===== config.mk =====
export PLATFORM = sky130hd
export DESIGN_NAME = msk_g16inv_seq
export DESIGN_NICKNAME = d
export VERILOG_FILES = /design/src/rtl/msk_g16inv_seq.sv
export SDC_FILE = /design/constraint.sdc
export NUM_CORES = 1
export LEC_CHECK = 0
export ABC_CLOCK_PERIOD_IN_PS = 1800
export CELL_PAD_IN_SITES_DETAIL_PLACEMENT = 1
export CELL_PAD_IN_SITES_GLOBAL_PLACEMENT = 2
export CORE_MARGIN = 1
export CORE_UTILIZATION = 32
export CTS_BUF_LIST = sky130_fd_sc_hd__clkbuf_4
export DETAILED_ROUTE_END_ITERATION = 16
export PLACE_DENSITY_LB_ADDON = 0.1
export REMOVE_ABC_BUFFERS = 1
export SETUP_SLACK_MARGIN = 0.3
export SYNTH_ARGS = -nofsm -noshare
export SYNTH_HDL_FRONTEND = slang
export SYNTH_HIERARCHICAL = 1
export SYNTH_SLANG_ARGS = --single-unit

===== constraint.sdc =====
create_clock -name clk -period 1.8 [get_ports clk]
set_input_delay 0.27 -clock clk [delete_from_list [all_inputs] [get_ports clk]]
set_output_delay 0.27 -clock clk [all_outputs]
set_load 0.005 [all_outputs]

===== src/rtl/msk_g16inv_seq.sv =====
// Masked GF(16) inverter (y = x^14) built around a single HPC1 multiplier.
// A 7-state sequencer feeds the multiplier from registered shares only.

`ifndef DEFAULTSHARES
`define DEFAULTSHARES 2
`endif

module msk_g16inv_seq #(
    parameter int unsigned d       = `DEFAULTSHARES,
    parameter int unsigned hpc1rnd = d * (d - 1)
) (
    input  logic                   clk,
    input  logic                   rst,
    input  logic                   in_valid,
    output logic                   in_ready,
    input  logic [d-1:0]           in0,
    input  logic [d-1:0]           in1,
    input  logic [d-1:0]           in2,
    input  logic [d-1:0]           in3,
    input  logic [4*hpc1rnd-1:0]   rnd,
    output logic                   out_valid,
    input  logic                   out_ready,
    output logic [d-1:0]           out0,
    output logic [d-1:0]           out1,
    output logic [d-1:0]           out2,
    output logic [d-1:0]           out3
);

    typedef enum logic [2:0] {IDLE, M1B, M1A, M2B, M2A, CAP, DONE} state_t;

    state_t state, state_nxt;

    logic [d-1:0][3:0] x_q, t_q, y_q;
    logic [d-1:0][3:0] x2_sh, x4_sh, x8_sh;
    logic [d-1:0][3:0] mul_a, mul_b, mul_c;

    function automatic logic [3:0] gf_sq(input logic [3:0] a);
        return {a[3], a[1] ^ a[3], a[2], a[0] ^ a[2]};
    endfunction

    // Squaring is linear, so it is applied to each share independently.
    always_comb begin
        for (int unsigned s = 0; s < d; s++) begin
            x2_sh[s] = gf_sq(x_q[s]);
            x4_sh[s] = gf_sq(x2_sh[s]);
            x8_sh[s] = gf_sq(x4_sh[s]);
        end
    end

    always_ff @(posedge clk) begin
        if (rst) state <= IDLE;
        else     state <= state_nxt;
    end

    always_comb begin
        state_nxt = state;
        in_ready  = 1'b0;
        out_valid = 1'b0;
        mul_a     = '0;
        mul_b     = '0;
        case (state)
            IDLE: begin
                in_ready = 1'b1;
                if (in_valid) state_nxt = M1B;
            end
            M1B: begin
                mul_b     = x4_sh;
                state_nxt = M1A;
            end
            M1A: begin
                mul_a     = x2_sh;
                state_nxt = M2B;
            end
            M2B: begin
                mul_b     = x8_sh;
                state_nxt = M2A;
            end
            M2A: begin
                mul_a     = t_q;
                state_nxt = CAP;
            end
            CAP:  state_nxt = DONE;
            DONE: begin
                out_valid = 1'b1;
                if (out_ready) state_nxt = IDLE;
            end
            default: state_nxt = IDLE;
        endcase
    end

    always_ff @(posedge clk) begin
        if (rst) begin
            x_q <= '0;
            t_q <= '0;
            y_q <= '0;
        end else begin
            if (state == IDLE && in_valid) begin
                for (int unsigned s = 0; s < d; s++)
                    x_q[s] <= {in3[s], in2[s], in1[s], in0[s]};
            end
            if (state == M2B) t_q <= mul_c;
            if (state == CAP) y_q <= mul_c;
        end
    end

    always_comb begin
        for (int unsigned s = 0; s < d; s++) begin
            out0[s] = y_q[s][0];
            out1[s] = y_q[s][1];
            out2[s] = y_q[s][2];
            out3[s] = y_q[s][3];
        end
    end

    MSKg16mul_hpc1 #(.d(d), .hpc1rnd(hpc1rnd)) u_mul (
        .clk (clk),
        .a   (mul_a),
        .b   (mul_b),
        .rnd (rnd),
        .c   (mul_c)
    );

endmodule

// HPC1 masked GF(16) multiplier: b is refreshed and registered, a arrives one
// cycle later; the registered DOM cross products are compressed per share.
module MSKg16mul_hpc1 #(
    parameter int unsigned d       = 2,
    parameter int unsigned hpc1rnd = d * (d - 1)
) (
    input  logic                 clk,
    input  logic [d-1:0][3:0]    a,
    input  logic [d-1:0][3:0]    b,
    input  logic [4*hpc1rnd-1:0] rnd,
    output logic [d-1:0][3:0]    c
);

    localparam int unsigned NPAIR = d * (d - 1) / 2;

    logic [d-1:0][3:0]         b_ref, b_q;
    logic [d-1:0][d-1:0][3:0]  p_d, p_q;

    function automatic logic [3:0] gf_mul(input logic [3:0] x, input logic [3:0] y);
        logic [3:0] acc, sh;
        acc = '0;
        sh  = x;
        for (int unsigned i = 0; i < 4; i++) begin
            if (y[i]) acc = acc ^ sh;
            sh = {sh[2:0], 1'b0} ^ (sh[3] ? 4'b0011 : 4'b0000);
        end
        return acc;
    endfunction

    // Lower NPAIR nibbles refresh b, upper NPAIR nibbles mask the cross terms.
    always_comb begin
        int unsigned k;
        k     = 0;
        b_ref = b;
        for (int unsigned i = 0; i < d; i++) begin
            for (int unsigned j = i + 1; j < d; j++) begin
                b_ref[i] = b_ref[i] ^ rnd[4*k +: 4];
                b_ref[j] = b_ref[j] ^ rnd[4*k +: 4];
                k++;
            end
        end
    end

    always_comb begin
        int unsigned k;
        k   = NPAIR;
        p_d = '0;
        for (int unsigned i = 0; i < d; i++)
            p_d[i][i] = gf_mul(a[i], b_q[i]);
        for (int unsigned i = 0; i < d; i++) begin
            for (int unsigned j = i + 1; j < d; j++) begin
                p_d[i][j] = gf_mul(a[i], b_q[j]) ^ rnd[4*k +: 4];
                p_d[j][i] = gf_mul(a[j], b_q[i]) ^ rnd[4*k +: 4];
                k++;
            end
        end
    end

    always_ff @(posedge clk) begin
        b_q <= b_ref;
        p_q <= p_d;
    end

    always_comb begin
        for (int unsigned i = 0; i < d; i++) begin
            c[i] = '0;
            for (int unsigned j = 0; j < d; j++)
                c[i] = c[i] ^ p_q[i][j];
        end
    end

endmodule


==> impl_metrics.py <==
metrics = {
    "floorplan": {
        "die-area_mm2": 0.0102,
        "io_pins": 30,
        "initial_core_util_pct": 33.5,
        "die-height_um": 101,
        "die_width_um": 101,
        "core_area_mm2": 0.00937,
        "row_count": 35,
    },
    "sta": {
        "setup_viol": 10,
        "layout_worst_path_cycle_share_pct": 104,
        "hold_viol_final": 0,
        "holdWs_ps": 418,
        "clock.fmax_mhz": 533,
        "finalCriticalPeriod_ps": 1870,
        "finalMaxSlewViolations": 0,
        "final.setup_skew_ps": 14.6,
        "worst_pin_slew_ps": 488,
        "timing.slew.headroom_pct": 67.4,
        "rsz0062_at_grt": "yes",
        "setup_ws_ps": -74.7,
    },
    "detailed_routing": {
        "routedWlPerCell_um": 15.5,
        "drtPass1Iterations": 4,
        "drc": 0,
        "num_vias": 2806,
        "drtAntennaViolNets": 0,
        "vias_per_cell": 4.85,
        "routed_wl_um": 8990,
        "drtIter0Drc": 45,
    },
    "grt": {
        "grt_pass1_vias": 2752,
        "grt.overflow.total": 0,
        "grt_max_degree": 29,
        "antenna_found_initial": 0,
        "grt_pass1_wl_um": 14100,
        "grtUsageTotal_pct": 17.9,
    },
    "final_layout": {
        "syn_to_final_growth_pct": 35.5,
        "stdcell_area_mm2": 0.00425,
        "fillers": 1140,
        "final_nets": 469,
        "regArea_mm2": 0.00104,
        "multiInputGateArea_mm2": 0.00218,
        "n_antenna_cell": 0,
        "layout-drive-gt1-share_pct": 34.0,
    },
    "power_and_ir_drop": {
        "switchingPower_mw": 0.910,
        "swShare_pct": 34.3,
        "power_leakage_nw": 1.62,
        "share_seq_of_total_power_pct": 49.6,
        "p_clk_share_pct": 21.9,
        "ir_drop_uv": 266,
        "p_per_area_mw_per_mm2": 624,
        "power_mw": 2.66,
        "combPwrFrac_pct": 28.5,
        "p_int_mw": 1.75,
    },
    "logic_synthesis": {
        "yosys.area.top_type": "dfxtp_1",
        "yosysSeqAreaShare_pct": 32.5,
        "synth_cell_types": 40,
        "ys_warn_count": 6,
        "syn_area_per_cell_um2": 8.03,
        "synth_compound_area_share_pct": 13.1,
        "synthTopCellsByCount": "nand2_1, dfxtp_1, a21oi_1",
        "synth_edf_count": 0,
        "synth-main-ff-cell": "dfxtp_1",
        "synthXorXnorAreaFrac_pct": 21.1,
        "synth_top_area_share_pct": 32.5,
        "yosys_register_bits": 51,
        "synthAdderAreaFrac_pct": 0,
        "synthMuxAreaShare_pct": 4.30,
        "synthesis.area_mm2": 0.00314,
        "synth_top_family_by_area": "simple AND/OR/NAND/NOR gates",
        "synthArstFlopShare_pct": 0,
        "ys_top_cells_by_area": "dfxtp_1, xor2_1, nand2_1",
        "synth_simple_gate_area_share_pct": 21.8,
        "synthCells": 391,
        "synth.most_common_cell": "nand2_1",
    },
    "clocking": {
        "cts_buffer_depth": 2,
        "clock_latency_ps": 380,
        "path_clk_slew_ps": 170,
        "numCtsBuffers": 5,
        "cts.sinks": 51,
        "cts_tree": "built",
        "htreeDepth": 2,
        "ctsRootBufferMaster": "clkbuf_4",
    },
    "setup_path": {
        "critPathMaxFanout": 8,
        "worstPathCellList": "xor2_1, a22oi_2, nor2_2, buf_6, xnor2_1, a21oi_1, xor2_1, xnor2_1",
        "reg2reg_depth": 8,
        "cp_slowest_cell": "dfxtp_1",
        "critPathMaxStageDelay_ps": 460,
        "cp.arrival_ps": 2200,
        "critPathKind": "flop to flop",
        "cp-start-kind": "flop",
        "end_kind": "flop",
        "worst_ep_required_time_ps": 2120,
    },
    "place": {
        "post-dp-hpwl_um": 6400,
        "dp_slack_ps": -102,
        "post_dp_cell_area_mm2": 0.00369,
        "gp_congestion": 0.742,
        "io_buffers": 29,
    },
    "outcome": {
        "status": "finished with violations",
        "violations": "negative setup slack",
    },
    "hold_path": {
        "min_path_cells": 3,
        "hp-class": "input pin to flop",
    },
    "job": {
        "drv_cap": 0,
    },
}
power groups by stage:
| stage | combinational (mW) | sequential [mW] | clock [mW] |
|---|---|---|---|
| 6_report | 0.756 | 1.32 | 0.582 |
| 5_1_grt | 0.823 | 1.33 | 0.658 |
| 4_1_cts | 0.662 | 1.31 | 0.628 |
| 3_5_place_dp | 0.621 | 1.34 | 0 |
| 3_3_place_gp | 0.616 | 1.34 | 0 |
| 2_1_floorplan | 0.326 | 1.34 | 0 |
placed cells by master (no fill, tap or decap), types with 9 or more instances in the layout:
master / count
xor2_1: 36
xnor2_1: 29
dfxtp_1: 40
buf_6: 15
nand2_1: 65
buf_4: 36
nand2_2: 12
nor2_1: 14
a22oi_2: 9
nand3_1: 19
a21oi_1: 27
a21oi_2: 16
clkdlybuf4s50_1: 19
critical path: cells and delay by family, from the launching register on:
family,cells,cell delay (ps)
flip-flops,1,460
AO/OA/AOI/OAI,2,290
AND/OR/NAND/NOR,1,180
XOR/XNOR,4,700
buffers and inverters,1,180
layer usage:
layer  global-route usage [%]  share of wire (%)  vias up
met1                     23.9                 47     1371
met3                     2.36                1.7       10
li1                         -                  -     1393
met4                     4.35                1.5        0
met2                     30.5                 50       32
met5                        0                  0        -
state kept, by name, indices dropped and copies added (netlist names):
name and count:
out0 2, u_mul/b_q 8, t_q 8, out2 2, x2_sh 4, out1 2, out3 2, u_mul/p_q 16
x_q 4, state 3
path summary, 6_finish.rpt:
path	startpoint	end	slack, ps
setup / recovery	x2_sh[3]	u_mul/p_q[5]	-70
hold / removal	in2[0]	x2_sh[1]	420
setup reg to reg	x2_sh[3]	u_mul/p_q[5]	-70
hold reg to reg	out3[1]	out3[1]	460
area by class of cell:
class                           instances  share of cell area (%)
Clock buffer                            5                   0.882
Clock inverter                          3                   0.647
Inverter                                3                   0.324
Multi-Input combinational cell        303                    51.2
Sequential cell                        51                    24.5
Tap cell                              129                    3.79
Timing Repair Buffer                   85                    18.6
timing repair:
| item | CTS | global route |
|---|---|---|
| setup endpoints to repair | 57 | 19 |
| setup buffers | 3 | 9 |
| resized for setup | 54 | 76 |
| hold buffers | 0 | 0 |
| pin swaps | 10 | 57 |
| gates cloned | 0 | 3 |
cell families after synthesis:
group                  after synthesis
AO/OA/AOI/OAI                       70
XOR/XNOR                            74
buffers and inverters               37
flip-flops                          51
multiplexers                        12
AND/OR/NAND/NOR                    147
per-stage QoR:
step	cells	setup TNS, ps	util (%)
after floorplan	357	-13010	-
after global placement	556	-194	39.3
after detailed placement	556	-634	39.3
after CTS	567	-246	41.9
after global routing	579	-1810	45.4
final	579	-395	45.4
Note: power is estimated with default switching activity, not from simulation.
